--- src/rtl/player1_encoder_pkg.sv ---
// Shared definitions for the player 1 code recorder: state encoding and default sizes.
package spy_pkg;

    localparam int WIDTH_DEFAULT = 18;
    localparam int LEN_W_DEFAULT = $clog2(WIDTH_DEFAULT + 1);

    typedef enum logic [1:0] {
        IDLE   = 2'd0,
        RECORD = 2'd1,
        LOCKED = 2'd2,
        REPLAY = 2'd3
    } state_t;

endpackage

--- src/rtl/player1_encoder_if.sv ---
// player1_value bus: the recorded code, its length and the lock flag seen by player 2.
interface player1_encoder_if
    import spy_pkg::*;
#(
    parameter int WIDTH = WIDTH_DEFAULT,
    parameter int LEN_W = LEN_W_DEFAULT
) ();

    logic [WIDTH-1:0] player1_value;
    logic [LEN_W-1:0] value_len;
    logic             value_valid;

    modport master (output player1_value, output value_len, output value_valid);
    modport slave  (input  player1_value, input  value_len, input  value_valid);

endinterface

--- src/rtl/player1_encoder_key_sync.sv ---
// Two-flop synchroniser for an active-low key plus a one-cycle press (falling edge) pulse.
module key_sync
    import spy_pkg::*;
(
    input  logic clock,
    input  logic reset,
    input  logic pin,
    output logic level,
    output logic fall
);

    logic meta_reg;
    logic sync_reg;
    logic prev_reg;

    // Reset to the released level so a held key does not look like a fresh press.
    always_ff @(posedge clock or posedge reset) begin
        if (reset) begin
            meta_reg <= 1'b1;
            sync_reg <= 1'b1;
            prev_reg <= 1'b1;
        end else begin
            meta_reg <= pin;
            sync_reg <= meta_reg;
            prev_reg <= sync_reg;
        end
    end

    assign level = sync_reg;
    assign fall  = prev_reg & ~sync_reg;

endmodule

--- src/rtl/player1_encoder.sv ---
// Records player 1's code one bit per game tick, locks it for player 2 and can replay it serially.
module player1_encoder
    import spy_pkg::*;
#(
    parameter int WIDTH = WIDTH_DEFAULT,
    parameter int LEN_W = LEN_W_DEFAULT
) (
    input  logic             clock,
    input  logic             reset,
    input  logic             tick,
    input  logic             enable,
    input  logic             value_input,
    input  logic             finish_input,
    input  logic             replay_req,
    player1_encoder_if.master p1_bus,
    output logic             replay_bit,
    output logic             replay_active,
    output logic [WIDTH-1:0] q
);

    state_t           state_reg, state_next;
    logic [WIDTH-1:0] shift_reg, shift_next;
    logic [LEN_W-1:0] len_reg, len_next;
    logic [LEN_W-1:0] index_reg, index_next;
    logic             valid_reg, valid_next;
    logic             rbit_reg, rbit_next;
    logic             enable_prev_reg;

    logic value_level;
    logic finish_fall;
    logic unused_value_fall;
    logic unused_finish_level;
    logic enable_rise;
    logic sample;

    key_sync u_value_sync (
        .clock (clock),
        .reset (reset),
        .pin   (value_input),
        .level (value_level),
        .fall  (unused_value_fall)
    );

    key_sync u_finish_sync (
        .clock (clock),
        .reset (reset),
        .pin   (finish_input),
        .level (unused_finish_level),
        .fall  (finish_fall)
    );

    assign enable_rise = enable & ~enable_prev_reg;
    assign sample      = tick && (len_reg != LEN_W'(WIDTH));

    always_comb begin
        state_next = state_reg;
        shift_next = shift_reg;
        len_next   = len_reg;
        index_next = index_reg;
        valid_next = valid_reg;
        rbit_next  = rbit_reg;
        case (state_reg)
            IDLE: begin
                if (enable_rise) begin
                    state_next = RECORD;
                    shift_next = '0;
                    len_next   = '0;
                end
            end
            RECORD: begin
                if (!enable) begin
                    state_next = IDLE;
                    shift_next = '0;
                    len_next   = '0;
                end else begin
                    if (sample) begin
                        shift_next = {shift_reg[WIDTH-2:0], ~value_level};
                        len_next   = len_reg + LEN_W'(1);
                    end
                    // A bit taken on this same tick counts toward a non-empty code.
                    if (finish_fall && ((len_reg != '0) || sample)) begin
                        state_next = LOCKED;
                        valid_next = 1'b1;
                    end
                end
            end
            LOCKED: begin
                if (enable_rise) begin
                    state_next = RECORD;
                    shift_next = '0;
                    len_next   = '0;
                    valid_next = 1'b0;
                end else if (replay_req) begin
                    state_next = REPLAY;
                    index_next = len_reg - LEN_W'(1);
                    rbit_next  = shift_reg[len_reg - LEN_W'(1)];
                end
            end
            REPLAY: begin
                if (enable_rise) begin
                    state_next = RECORD;
                    shift_next = '0;
                    len_next   = '0;
                    valid_next = 1'b0;
                    index_next = '0;
                    rbit_next  = 1'b0;
                end else if (tick) begin
                    if (index_reg == '0) begin
                        state_next = LOCKED;
                        rbit_next  = 1'b0;
                    end else begin
                        index_next = index_reg - LEN_W'(1);
                        rbit_next  = shift_reg[index_reg - LEN_W'(1)];
                    end
                end
            end
            default: state_next = IDLE;
        endcase
    end

    // enable history resets high so a level held through reset must re-rise to start a round.
    always_ff @(posedge clock or posedge reset) begin
        if (reset) begin
            state_reg       <= IDLE;
            shift_reg       <= '0;
            len_reg         <= '0;
            index_reg       <= '0;
            valid_reg       <= 1'b0;
            rbit_reg        <= 1'b0;
            enable_prev_reg <= 1'b1;
        end else begin
            state_reg       <= state_next;
            shift_reg       <= shift_next;
            len_reg         <= len_next;
            index_reg       <= index_next;
            valid_reg       <= valid_next;
            rbit_reg        <= rbit_next;
            enable_prev_reg <= enable;
        end
    end

    assign p1_bus.player1_value = shift_reg;
    assign p1_bus.value_len     = len_reg;
    assign p1_bus.value_valid   = valid_reg;
    assign q                    = shift_reg;
    assign replay_bit           = rbit_reg;
    assign replay_active        = (state_reg == REPLAY);

endmodule

--- src/flat_wrapper.sv ---
// flat-port wrapper written by rule: the top's interface ports become plain ports
module player1_encoder_flat import spy_pkg::*;
#(
    parameter int WIDTH = WIDTH_DEFAULT,
    parameter int LEN_W = LEN_W_DEFAULT
)
  (clock, reset, tick, enable, value_input, finish_input, replay_req, replay_bit, replay_active, q, p1_bus_player1_value, p1_bus_value_len, p1_bus_value_valid);
  player1_encoder_if #(.WIDTH(WIDTH), .LEN_W(LEN_W)) p1_bus_i ();
  input  logic clock;
  input  logic reset;
  input  logic tick;
  input  logic enable;
  input  logic value_input;
  input  logic finish_input;
  input  logic replay_req;
  output logic replay_bit;
  output logic replay_active;
  output logic [WIDTH-1:0] q;
  output wire logic [$bits(p1_bus_i.player1_value)-1:0] p1_bus_player1_value;
  output wire logic [$bits(p1_bus_i.value_len)-1:0] p1_bus_value_len;
  output wire logic [$bits(p1_bus_i.value_valid)-1:0] p1_bus_value_valid;
  assign p1_bus_player1_value = p1_bus_i.player1_value;
  assign p1_bus_value_len = p1_bus_i.value_len;
  assign p1_bus_value_valid = p1_bus_i.value_valid;
  player1_encoder #(.WIDTH(WIDTH), .LEN_W(LEN_W)) u_core (.clock(clock), .reset(reset), .tick(tick), .enable(enable), .value_input(value_input), .finish_input(finish_input), .replay_req(replay_req), .p1_bus(p1_bus_i), .replay_bit(replay_bit), .replay_active(replay_active), .q(q));
endmodule
--- config.mk ---
export PLATFORM = sky130hd
export DESIGN_NAME = player1_encoder_flat
export DESIGN_NICKNAME = d
export VERILOG_FILES = /design/src/rtl/player1_encoder_pkg.sv /design/src/rtl/player1_encoder_if.sv /design/src/rtl/player1_encoder_key_sync.sv /design/src/rtl/player1_encoder.sv /design/src/flat_wrapper.sv
export SDC_FILE = /design/constraint.sdc
export NUM_CORES = 1
export LEC_CHECK = 0
export ABC_CLOCK_PERIOD_IN_PS = 4700
export CAP_MARGIN = 20
export CORE_MARGIN = 8
export CORE_UTILIZATION = 35
export CTS_CLUSTER_DIAMETER = 60
export DETAILED_ROUTE_END_ITERATION = 16
export GPL_TIMING_DRIVEN = 0
export PLACE_DENSITY = 0.56
export SYNTH_ARGS = -nofsm -noshare
export SYNTH_HDL_FRONTEND = slang
export SYNTH_SLANG_ARGS = --single-unit
--- constraint.sdc ---
create_clock -name clock -period 4.7 [get_ports clock]
set_input_delay 0.94 -clock clock [delete_from_list [all_inputs] [get_ports clock]]
set_output_delay 0.94 -clock clock [all_outputs]
set_load 0.02 [all_outputs]
==> results of run 1 <==
synth_stat cells (5+ instances only):
cell type  number
o21ai_0        21
nand3_1         5
dfrtp_1        32
mux2_2          5
nor2_1         18
buf_4          19
inv_1          12
nand2_1        34
ha_1            5
dfstp_2         6
a21oi_1         6
mux2i_1        13
cells by family (layout without fill, tap and decap cells):
kind of cell             Yosys count  after routing  share of synthesized area [%]
AO/OA/AOI/OAI                     43             43                           11.5
XOR/XNOR                           5              5                           3.06
adder cells (fa/ha/maj)            5              5                           2.73
buffers and inverters             38             96                           9.56
flip-flops                        38             38                           41.8
multiplexers                      25             25                           15.7
AND/OR/NAND/NOR                   77             77                           15.7
through the flow:
stage               power [mW]  hold WS [ns]  util (%)  instances
floorplan                0.935         0.345         -        231
global placement          1.11         0.346      45.5        358
detailed placement        1.12         0.348      45.5        358
CTS                       1.36         0.359      47.0        366
global route              1.46         0.366      47.0        366
finish                    1.35         0.358      47.0        366
worst paths after layout:
check / slack, ns / cells after the start / startpoint / to
worst min register to register: 0.36 / 0 / u_core.u_value_sync.meta_reg / u_core.u_value_sync.level
worst max-delay path: 2.02 / 3 / u_core.state_reg[0] / replay_active
max in group asynchronous: 3.09 / 2 / reset / u_core.index_reg[2]
worst min-delay path: 0.36 / 0 / u_core.u_value_sync.meta_reg / u_core.u_value_sync.level
min in group asynchronous: 1.11 / 2 / reset / u_core.state_reg[0]
worst max register to register: 2.12 / 9 / u_core.p1_bus.value_len[0] / u_core.replay_bit
power groups by stage:
stage	combinational (mW)	clock, mW	sequential [mW]
global placement	0.656	0	0.456
global route	0.733	0.262	0.463
finish	0.658	0.239	0.452
detailed placement	0.661	0	0.459
CTS	0.666	0.246	0.452
floorplan	0.473	0	0.462
layout make-up:
class,instances,area share (%)
Sequential cell,38,32.1
Clock buffer,6,2.77
Inverter,12,1.51
Clock inverter,2,0.419
Buffer,26,5.83
Timing Repair Buffer,50,16.8
Tap cell,77,3.23
Multi-Input combinational cell,155,37.3
per-layer routing:
metal  vias up  GRT usage (%)  wire (microns)
li1        902              -               -
met1       916           16.1            2780
met2        39           19.3            2680
met3         4           3.41             259
met4         0           3.55              43
met5         -              0               0
==> impl_metrics.csv, run 1 <==
group,metric,value,unit
floorplan,die_area,9390,sq um
cells_and_area,nets,300,
pwr,ir_worst_vdd,0.328,mV
setup_path,crit_required,3.76,ns
clock_network,clkLatencyLatePin,0.29,ns
route,ant_nets,0,
timing,tightest_slew,0.789,ns
cells_and_area,multi_input_area,1110,sq um
grt,grt_max_degree,39,
pwr,intPower,0.784,mW
cells_and_area,largest_reg_flops,18,
cells_and_area,layout_common_cells,"clkdlybuf4s50_1, nand2_1, dfrtp_1",
route,viasPerCell,5.08,
synth,ys_warn_count,0,
synth,synth.top_cell.area_share,35.0,%
pwr,swShare,41.9,%
pwr,p_sw,0.566,mW
timing,setup_violations,0,
pwr,p_comb_share,48.8,%
floorplan,initial_core_util,36.1,%
cells_and_area,drive_above_1_share,18.3,%
clock_network,cts_tree,"yes",
cells_and_area,fill_cells,594,
synth,netlist_instances,231,
setup_path,crit_fanout,8,
synth,async_flop_share,100,%
min_path,hold_path.class,"reg -> reg",
setup_path,critPathTopFamily,"buffers and inverters",
timing,slew_viol_final,0,
clock_network,clock_sinks,38,
run_status,status,"completed",
timing,fin_skew,0.00506,ns
route,wl,5.76,mm
synth,seq_area_frac_synth,41.8,%
place,hpwl,4.27,mm
synth,ys.flop_type,"dfrtp_1",
synth,synth_edf_count,0,
synth,ys_seq_elements,38,
grt,antenna_found_initial,0,
grt,grt_pass1_wl,9.69,mm
cells_and_area,antenna_cells,0,
clock_network,cts_resized,0,
grt,gr-total-overflow,0,
route,firstDrtPassIters,4,
setup_path,path_buf_inv,2,
floorplan,core-area,6350,sq um
place,pre_cts_slack,1.78,ns
cells_and_area,final_common_cell,"clkdlybuf4s50_1",
route,drt_iter0_drc,113,
timing,setup_tns,0,ns
timing,rsz0062_at_grt,"false",
setup_path,slowest_stage,"clkdlybuf4s50_1",
timing,fin_ws,2.02,ns
setup_path,arrival,1.74,ns
pwr,leakagePower,1.30,nW
cells_and_area,final-seq-area,958,sq um
cells_and_area,syn2layout_area_growth,30.2,%
route,drc,0,
place,gp_congestion,0.784,
grt,grt_pass1_vias,1919,
synth,synth_cell_type_count,39,
route,wl_per_cell,15.7,microns
place,placed_cell_area,2890,sq um
floorplan,row_count,29,
floorplan,die_w,96.9,microns
synth,syn_area_per_cell,9.92,sq um
run,drv_cap,0,
timing,min_period,2.68,ns
synth,syn-num-nets,243,
timing,hold_viol,0,
place,port_buffers,50,
clock_network,root_buffer,"clkbuf_8",
setup_path,cp-start-kind,"flip-flop",
clock_network,clk_pin_slew_worst_paths,0.08,ns
synth,synth.largest_area_cell,"dfrtp_1",
floorplan,pin_count,51,
synth,synthTopCellsByArea,"dfrtp_1, dfstp_2, buf_4, mux2i_1, nand2_1",
cells_and_area,fin_area,2980,sq um
timing,fin_crit_sh,57.0,%
clock_network,post_cts_buffers,0,
clock_network,htree_levels,2,
clock_network,clockBufferDepth,2,
clock_network,cts_buffers,5,
timing,slew_headroom,47.3,%
clock_network,cts_hold_buf,0,
floorplan,die_y,96.9,microns
setup_path,slowest_delay,0.65,ns
timing,max_freq,0.373,GHz
setup_path,critPathKind,"reg -> out",
route,num_vias,1861,
pwr,power_frac_clock,17.7,%
setup_path,crit_path_end_kind,"primary output",
pwr,seq_power_share,33.5,%
setup_path,crit_chain,"nand2_1 > inv_1 > clkdlybuf4s50_1",
grt,grt_usage,12.3,%
pwr,powerDensity,452,nW/um^2
synth,synthesis.area,2290,sq um
(Power assumes the default switching activity.)
==> run 2: changes to the inputs <==
--- a/config.mk
+++ b/config.mk
@@ -5,7 +5,7 @@
 export SDC_FILE = /design/constraint.sdc
 export NUM_CORES = 1
 export LEC_CHECK = 0
-export ABC_CLOCK_PERIOD_IN_PS = 4700
+export ABC_CLOCK_PERIOD_IN_PS = 2600
 export CAP_MARGIN = 20
 export CORE_MARGIN = 8
 export CORE_UTILIZATION = 35
==> constraint.sdc (replaced) <==
create_clock -name clock -period 2.6 [get_ports clock]
set_input_delay 0.52 -clock clock [delete_from_list [all_inputs] [get_ports clock]]
set_output_delay 0.52 -clock clock [all_outputs]
set_load 0.02 [all_outputs]
==> run 2 against run 1 <==
  * Die area is the same
  * Worst setup slack worse by 1.7 ns
  * Core utilization up 0.35 points
  * Count of clock-buffer cells in the layout did not move
  * Total power up 85%
  * First-iteration DRC count down 18%
  * Sequential share of layout area decreased by 0.20 points
  * Flip-flop and latch count unchanged
  * Clock skew increased by 0.0026 ns
  * Critical path depth up 5
  * Largest cell class unchanged
  * Largest power group unchanged
  * Highest routed layer unchanged
==> impl_metrics.csv, run 2 (synthesis results as in run 1) <==
group,metric,value,unit
place,gp_congestion,0.784,
pwr,p_comb_share,49.9,%
grt,grt_max_degree,39,
route,drt_iter0_drc,93,
cells_and_area,syn2layout_area_growth,31.2,%
clock_network,cts_tree,"yes",
setup_path,startpoint,"u_core.index_reg[0]",
clock_network,cts_buffers,5,
grt,grt_pass1_vias,1919,
timing,tightest_slew,0.794,ns
floorplan,core-area,6350,sq um
clock_network,clock_sinks,38,
pwr,power_frac_clock,17.2,%
setup_path,crit-reg2reg-capture,"u_core.replay_bit",
timing,setup_tns,0,ns
floorplan,die_w,96.9,microns
cells_and_area,drive_above_1_share,19.6,%
pwr,ir_worst_vdd,0.621,mV
setup_path,critPathKind,"reg -> reg",
pwr,powerDensity,830,nW/um^2
cells_and_area,nets,302,
grt,grt_usage,12.3,%
timing,fin_crit_sh,89.5,%
grt,grt_pass1_wl,9.69,mm
cells_and_area,utilization,47.3,%
pwr,seq_power_share,32.9,%
pwr,leakagePower,1.32,nW
min_path,whs_path_depth,0,
route,num_vias,1868,
setup_path,crit_required,2.78,ns
route,drc,0,
timing,max_freq,0.430,GHz
timing,setup_violations,0,
pwr,finalPower,2.49,mW
place,hpwl,4.27,mm
setup_path,crit_path_end_kind,"flip-flop",
timing,slew_headroom,47.0,%
clock_network,clk_pin_slew_worst_paths,0.08,ns
timing,fin_skew,0.00765,ns
cells_and_area,layout_common_cells,"clkdlybuf4s50_1, nand2_1, dfrtp_1",
timing,slew_viol_final,0,
pwr,intPower,1.47,mW
grt,antenna_found_initial,0,
cells_and_area,stdcell_count,368,
setup_path,rr_startpoint,"u_core.index_reg[0]",
setup_path,crit_fanout,5,
min_path,hold_path.class,"reg -> reg",
clock_network,clockBufferDepth,2,
route,firstDrtPassIters,4,
pwr,p_sw,1.03,mW
setup_path,crit_end,"u_core.replay_bit",
floorplan,die_y,96.9,microns
clock_network,root_buffer,"clkbuf_8",
pwr,swShare,41.2,%
floorplan,die_area,9390,sq um
cells_and_area,largest_reg_flops,18,
route,ant_nets,0,
clock_network,cts_hold_buf,0,
place,port_buffers,50,
route,wl,5.77,mm
cells_and_area,antenna_cells,0,
run,drv_cap,0,
floorplan,pin_count,51,
timing,rsz0062_at_grt,"false",
run_status,status,"completed",
clock_network,clkLatencyLatePin,0.29,ns
floorplan,initial_core_util,36.1,%
timing,timing.hold.ws,0.358,ns
setup_path,ff2ff_path_depth,8,
cells_and_area,final_common_cell,"clkdlybuf4s50_1",
route,wl_per_cell,15.7,microns
clock_network,htree_levels,2,
setup_path,cp-start-kind,"flip-flop",
grt,gr-total-overflow,0,
place,dp.cells,358,
setup_path,ff2ff_setup_slack,0.27,ns
route,viasPerCell,5.08,
timing,hold_viol,0,
setup_path,arrival,2.50,ns
timing,min_period,2.33,ns
floorplan,row_count,29,
[run 2: changes by cell type in the layout (fill, tap and decap cells not counted), sizes merged]
cell,delta
buf,+2
[run 2: per-layer routing]
metal / global-route usage (%) / up-vias / share of wire (%)
met5: 0 / - / 0
met4: 3.55 / 0 / 0.75
met3: 3.41 / 4 / 5.2
met2: 19.3 / 46 / 47
met1: 16.1 / 913 / 47
li1: - / 905 / -
[run 2: area by class of cell]
class | count | area, sq um
multi-input cells | 155 | 1110
repair buffers | 53 | 523
clock buffers | 6 | 82.6
fillers | 596 | 3340
plain buffers | 25 | 173
flip-flops and latches | 38 | 960
well taps | 77 | 96.3
clock inverters | 2 | 12.5
inverters | 12 | 45.0
[run 2: stage by stage]
step	setup slack, ns	cell area, sq um
floorplan	0.263	2290
global placement	0.0373	2890
detailed placement	0.0529	2890
CTS	0.0428	2980
global route	0.0618	3010
finish	0.274	3010
[run 2: worst min path at each step]
stage | end | startpoint | slack, ns
floorplan | u_core.u_finish_sync.level | u_core.u_finish_sync.meta_reg | 0.35
global placement | u_core.u_finish_sync.level | u_core.u_finish_sync.meta_reg | 0.35
detailed placement | u_core.u_value_sync.level | u_core.u_value_sync.meta_reg | 0.35
CTS | u_core.u_value_sync.level | u_core.u_value_sync.meta_reg | 0.36
global route | u_core.u_value_sync.level | u_core.u_value_sync.meta_reg | 0.37
finish | u_core.u_value_sync.level | u_core.u_value_sync.meta_reg | 0.36
[run 2: what timing repair did]
| action | CTS | global route |
|---|---|---|
| setup buffers | 0 | 3 |
| resized for setup | 0 | 3 |
| endpoints found under the setup margin | 0 | 1 |
[run 2: worst max-delay path, cell delays in order, from the launching register on]
cell and delay, ns:
dfrtp_1 0.45, inv_1 0.16, ha_1 0.26, xor2_2 0.34
mux4_1 0.62, nand2_1 0.10, a21oi_2 0.06, mux2i_1 0.14
a31oi_1 0.09
[run 2: power by group through the flow]
stage | Combinational [mW] | Sequential, mW | Clock (mW)
after floorplan | 0.855 | 0.835 | 0
after global placement | 1.19 | 0.825 | 0
after detailed placement | 1.20 | 0.830 | 0
after CTS | 1.20 | 0.817 | 0.445
after global routing | 1.38 | 0.839 | 0.473
final | 1.24 | 0.821 | 0.429
